<file path="config.mk">
export PLATFORM = sky130hd
export DESIGN_NAME = cpu_clk_gen
export DESIGN_NICKNAME = d
export VERILOG_FILES = /design/src/rtl/cpu_clk_gen_pkg.sv /design/src/rtl/cpu_clk_lock_mon.sv /design/src/rtl/cpu_clk_gen.sv
export SDC_FILE = /design/constraint.sdc
export NUM_CORES = 1
export LEC_CHECK = 0
export CAP_MARGIN = 25
export CORE_AREA = 3 3 42 44
export DETAILED_ROUTE_END_ITERATION = 6
export DIE_AREA = 0 0 45 47
export GPL_TIMING_DRIVEN = 1
export SYNTH_ARGS = -nofsm -noshare
export SYNTH_HDL_FRONTEND = slang
export SYNTH_SLANG_ARGS = --single-unit
</file>
<file path="constraint.sdc">
create_clock -name clk_in1 -period 2.1 [get_ports clk_in1]
set_clock_uncertainty 0.1 [all_clocks]
set_input_delay 0.525 -clock clk_in1 [delete_from_list [all_inputs] [get_ports clk_in1]]
set_output_delay 0.525 -clock clk_in1 [all_outputs]
set_load 0.01 [all_outputs]
</file>
<file path="src/rtl/cpu_clk_gen_pkg.sv">
// Shared limits and legality helpers for the CPU clock generator.
package cpu_clk_gen_pkg;

    localparam int DIV_MIN  = 2;
    localparam int DIV_MAX  = 65535;
    localparam int LOCK_MIN = 1;

    // True when the divide ratio lies in the supported range.
    function automatic bit div_legal(input int div);
        return (div >= DIV_MIN) && (div <= DIV_MAX);
    endfunction

    // True when the lock period count is usable.
    function automatic bit lock_legal(input int lock_cycles);
        return lock_cycles >= LOCK_MIN;
    endfunction

    // Width of a counter that must hold values 0..max, never narrower than 1.
    function automatic int width_for(input int max);
        return (max < 2) ? 1 : $clog2(max + 1);
    endfunction

endpackage

</file>
<file path="src/rtl/cpu_clk_lock_mon.sv">
// Saturating count of completed output periods and the sticky locked flag.
module cpu_clk_lock_mon
    import cpu_clk_gen_pkg::*;
#(
    parameter int LOCK_CYCLES = 16
) (
    input  logic clk_in1,
    input  logic rst_n,
    input  logic period_done,
    output logic locked
);

    localparam int LW = width_for(LOCK_CYCLES);
    localparam logic [LW-1:0] LOCK_MAX = LW'(LOCK_CYCLES);

    generate
        if (!lock_legal(LOCK_CYCLES)) begin : g_lock_check
            $fatal(1, "cpu_clk_lock_mon: LOCK_CYCLES=%0d is illegal, must be >= 1", LOCK_CYCLES);
        end
    endgenerate

    logic [LW-1:0] lock_cnt;
    logic [LW-1:0] lock_cnt_next;

    // Advance on each completed period, holding once the target is reached.
    always_comb begin
        lock_cnt_next = lock_cnt;
        if (period_done && (lock_cnt != LOCK_MAX)) begin
            lock_cnt_next = lock_cnt + LW'(1);
        end
    end

    // Counter register and sticky flag; the flag rises on the reaching edge.
    always_ff @(posedge clk_in1) begin
        if (!rst_n) begin
            lock_cnt <= '0;
            locked   <= 1'b0;
        end else begin
            lock_cnt <= lock_cnt_next;
            if (lock_cnt_next == LOCK_MAX) begin
                locked <= 1'b1;
            end
        end
    end

endmodule

</file>
<file path="src/rtl/cpu_clk_gen.sv">
// Integer divider deriving the CPU clock from the board clock, with a
// clock-enable strobe at each divided rising edge and a lock indicator.
module cpu_clk_gen
    import cpu_clk_gen_pkg::*;
#(
    parameter int DIV         = 4,
    parameter int LOCK_CYCLES = 16
) (
    input  logic clk_in1,
    input  logic rst_n,
    output logic clk_out1,
    output logic ce_out,
    output logic locked
);

    localparam int HIGH = DIV / 2;
    localparam int CW   = width_for(DIV - 1);
    localparam logic [CW-1:0] CNT_MAX  = CW'(DIV - 1);
    localparam logic [CW-1:0] CNT_HIGH = CW'(HIGH);

    generate
        if (!div_legal(DIV)) begin : g_div_check
            $fatal(1, "cpu_clk_gen: DIV=%0d is illegal, must be in %0d..%0d", DIV, DIV_MIN, DIV_MAX);
        end
    endgenerate

    logic [CW-1:0] cnt;
    logic [CW-1:0] cnt_next;
    logic          running;
    logic          period_done;

    // Phase counter successor and period-complete detection.
    // The reset value DIV-1 wraps on the first edge after release; running
    // masks that wrap so only real period completions reach the lock monitor.
    always_comb begin
        cnt_next    = (cnt == CNT_MAX) ? '0 : cnt + CW'(1);
        period_done = running && (cnt == CNT_MAX);
    end

    // Phase counter and registered outputs, all driven from the next count.
    always_ff @(posedge clk_in1) begin
        if (!rst_n) begin
            cnt      <= CNT_MAX;
            clk_out1 <= 1'b0;
            ce_out   <= 1'b0;
            running  <= 1'b0;
        end else begin
            cnt      <= cnt_next;
            clk_out1 <= (cnt_next < CNT_HIGH);
            ce_out   <= (cnt_next == '0);
            running  <= 1'b1;
        end
    end

    cpu_clk_lock_mon #(
        .LOCK_CYCLES(LOCK_CYCLES)
    ) u_lock_mon (
        .clk_in1    (clk_in1),
        .rst_n      (rst_n),
        .period_done(period_done),
        .locked     (locked)
    );

endmodule

</file>
# Yosys cells after proc, flatten, opt, wreduce, memory -nomap -nowiden
# Cells that the tools add are included.
# word_totals
ff_bits	11
input_bits	2
# op_classes
n_addsub	2
order_cmp	1
n_eq_ne	3
n_mux	3
n_reduce_logical	3
# ops
cell	count
5-bit by 1-bit adder with 5-bit output, second input constant	1
5-bit == test, second input constant	1
5-bit two-way mux	1
5-bit != test, second input constant	1
2-bit by 1-bit adder with 2-bit output, second input constant	1
2-bit == test, second input constant	1
1-bit logical AND	2
2-bit zero test	1
2-bit < comparator, second input constant	1
2-bit two-way mux	1
1-bit two-way mux	1

# Depth between registers and ports, before layout
# logic_depth
depth_word	5
mapped_depth	6
ltp_nobuf	6

# Modules after synthesis
# A second synthesis with hierarchy kept.
# unflattened
hier_cells	44
hier_area_um2	484.2
# by_module_without_submodules
mod	instances	cells_each	area_each_um2
cpu_clk_lock_mon	1	32	326.6
cpu_clk_gen	1	12	157.7

# Worst setup path before layout
# Ideal clock, no wire load.
# synth_path
path_type	register -> register
startpoint	register u_lock_mon.lock_cnt[1]
endpoint	register u_lock_mon.locked
setup_ns	0.096
arrival_time_ns	1.413
t_required_ns	1.904
setup_slack_ns	0.491
stages_incl_launch_ff	7
path_buffers	0
period_less_slack_ns	1.609
path_cell_list	dfxtp_1 -> inv_1 -> ha_1 -> and4bb_1 -> nor2_1 -> o32a_1 -> o41ai_2
# synth_between
elab_chain_len	4
elab_cells_between_ends	5
cone_classes	add/sub (1); eq/ne (2); mux (1); reduce/logical (1)
# synth_rtl
item	line	text
start: declaration	cpu_clk_lock_mon.sv:22	logic [LW-1:0] lock_cnt;
start signal: assignment	cpu_clk_lock_mon.sv:39	lock_cnt <= lock_cnt_next;
branches (longest 2 deep; another with 5-bit by 1-bit adder with 5-bit output)	-	
5-bit two-way mux (*)	cpu_clk_lock_mon.sv:28	if (period_done && (lock_cnt != LOCK_MAX)) begin
5-bit == test (*)	cpu_clk_lock_mon.sv:40	if (lock_cnt_next == LOCK_MAX) begin
end signal: assignment	cpu_clk_lock_mon.sv:37	locked <= 1'b0;
end signal: assignment	cpu_clk_lock_mon.sv:41	locked <= 1'b1;
end: declaration	cpu_clk_lock_mon.sv:10	output logic locked
# Every way passes the cells marked *.
# A chain may end at the register's enable or synchronous reset.

# Worst setup path after layout
# layout_path
startpoint	register u_lock_mon.locked
endpoint	output port locked
# layout_rtl
item	line	text
end: declaration	cpu_clk_gen.sv:13	output logic locked
# No word-level cell between the ends.

==> impl_metrics.csv <==
group,metric,value,unit
synth,synth-main-ff-cell,"dfxtp_1",
grt,grt-ovfl-total,0,
timing,clock.fmax,0.568,GHz
setup_path,max_stage_delay,540,ps
timing,slew_violations,0,
synth,synth_seq_area_share,42.3,%
clock_network,cts_setup_buffers,0,
cells_and_area,area_growth,15.9,%
setup_path,critPathLaunch,"u_lock_mon.locked",
floorplanning,fp.dieW,45,microns
synth,synth.cell_area,520,sq um
clock_network,cts_tree,"done",
floorplanning,core_area,1470,sq um
clock_network,cts_max_level,1,
grt,grt_max_degree,8,
placement,routabilityCongestion,0.890,
synth,synth_area_leaders,"dfxtp_1, ha_1, xnor2_1",
detailed_routing,drt-total-wl,903,microns
clock_network,cts_buffers,3,
floorplanning,ios,5,
outcome,outcome,"completed",
synth,yosysWarningCount,0,
setup_path,crit_path_end_kind,"output port",
placement,io_buffers,4,
floorplanning,start_util,35.4,%
grt,grtUsageTotal,11.2,%
cells_and_area,nFillCells,154,
clock_network,clk_latency,270,ps
timing,relSlewSlack,81.4,%
flow_run,cap_violations,0,
clock_network,cts.sinks,11,
timing,worstMarginPinSlew,275,ps
cells_and_area,multi_input_area,277,sq um
clock_network,clk_pin_slew,80,ps
timing,setup_viol,0,
setup_path,path_cells,"clkdlybuf4s50_1",
timing,fin_ws,338,ps
synth,synthCells,55,
detailed_routing,antenna_left,0,
grt,grt_pass1_wl,1630,microns
min_path,hold_class,"reg -> reg",
timing,fin_setup_tns,0,ps
synth,synth_seq_cells,11,
floorplanning,die-height,47,microns
power_and_ir_drop,ir_drop,0.000424,V
timing,grt_setup_unrepaired,"false",
setup_path,cp.required,1470,ps
setup_path,critical_path_class,"reg -> out",
detailed_routing,drt_iter0_markers,5,
detailed_routing,drt-wirelength-per-cell,11.6,microns
synth,synth_edf_count,0,
power_and_ir_drop,p_per_area,750,nW/um^2
detailed_routing,via_per_inst,5.26,
clock_network,cts-root-buf,"clkbuf_4",
placement,dp_hpwl,697,microns
timing,hold_violations,0,
clock_network,cts.repair.resized,0,
cells_and_area,nNetsFinal,69,
grt,grt_pass1_vias,409,
synth,synth.top_cell.area_share,42.3,%
placement,place_ws,309,ps
synth,yosys.cell_types.count,24,
setup_path,cp_num_buf_inv,1,
floorplanning,dieArea,2120,sq um
detailed_routing,dr.pass1.iters,4,
cells_and_area,layout-drive-gt1-share,8.06,%
synth,synth_top_cell_by_area,"dfxtp_1",
setup_path,slowest_stage,"clkdlybuf4s50_1",
timing,min_period,1760,ps
clock_network,holdBufCountCts,0,
detailed_routing,drc_errors,0,
synth,synth.avg_cell_area,9.46,sq um
setup_path,r2r_start,"u_lock_mon.lock_cnt[1]",
cells_and_area,seqCellArea,220,sq um
cells_and_area,diodes,0,
setup_path,cp-start-kind,"flop",
power_and_ir_drop,power_leakage,0.000245,uW
setup_path,cp.arrival,1140,ps
synth,synthArstFlopShare,0,%
min_path,min_from,"u_lock_mon.locked",
timing,fin_crit_sh,83.9,%
setup_path,path_max_fanout,2,
grt,antenna_found_initial,0,
detailed_routing,num_vias,410,
floorplanning,rows,14,
synth,syn_nets,61,
setup_path,worst_path_dominant_cell_family,"buffers and inverters",
clock_network,cts_buffer_depth,2,
[routing by layer]
metal	GRT usage (%)	part of all wire, %	vias to the layer above
met5	0	0	-
li1	-	-	207
met2	15.8	45	13
met1	12.9	48	188
met3	5.36	5.3	2
met4	8.77	1.0	0
[stage by stage]
| stage | utilization, % | hold slack (ps) | power [uW] | instances | cell area [sq um] |
|---|---|---|---|---|---|
| finish | 41.0 | 364 | 452 | 78 | 603 |
| global route | 41.0 | 393 | 480 | 78 | 603 |
| CTS | 41.0 | 369 | 459 | 78 | 603 |
| detailed placement | 39.1 | 350 | 312 | 74 | 576 |
| global placement | 39.1 | 356 | 312 | 74 | 576 |
| floorplan | - | 347 | 287 | 55 | 520 |
[layout by cell type, fill, tap and decap left out, types with 2 or more instances in the layout]
cell type        Yosys  routed
dfxtp_1             11      11
inv_1                5       5
nor2_1               5       5
nand2_1              4       4
a21oi_1              4       4
ha_1                 4       4
clkdlybuf4s50_1      0       4
xnor2_1              3       3
clkbuf_4             0       3
and2_1               2       2
xor2_1               2       2
[Yosys cell counts (2+ instances only)]
cell type  number
dfxtp_1        11
nand2_1         4
and2_1          2
xnor2_1         3
ha_1            4
a21oi_1         4
nor2_1          5
inv_1           5
xor2_1          2
[logic make-up after synthesis]
group,Yosys count,share of synthesized area [%]
flops,11,42.3
simple gates,18,19.0
fa+ha+maj,4,9.62
compound gates,11,16.1
xor+xnor,5,8.41
buf+inv,6,4.57
[power breakdown]
group,internal (uW),switching [uW]
logic,36.0,36.8
clock network,70.5,74.5
registers,224,10.7
[area by class of cell]
cell class              instances  area share, %
repair buffers                  4           6.64
multi-input cells              38           45.9
inverters                       5           3.11
well taps                      16           3.32
clock buffers                   3           3.73
flip-flops and latches         11           36.5
clock inverters                 1          0.830
[final timing paths]
path,slack (ps),to,cells after the start
worst min-delay path,360,u_lock_mon.locked,2
worst max-delay path,340,locked,1
worst min register to register,360,u_lock_mon.locked,2
worst max register to register,350,u_lock_mon.locked,6
[registers in the layout (all words and copies together) (netlist names)]
register and count:
clk_out1 1, u_lock_mon.lock_cnt 5, ce_out 1, running 1
cnt 2, u_lock_mon.locked 1
Power figures use the tool's default switching activity.
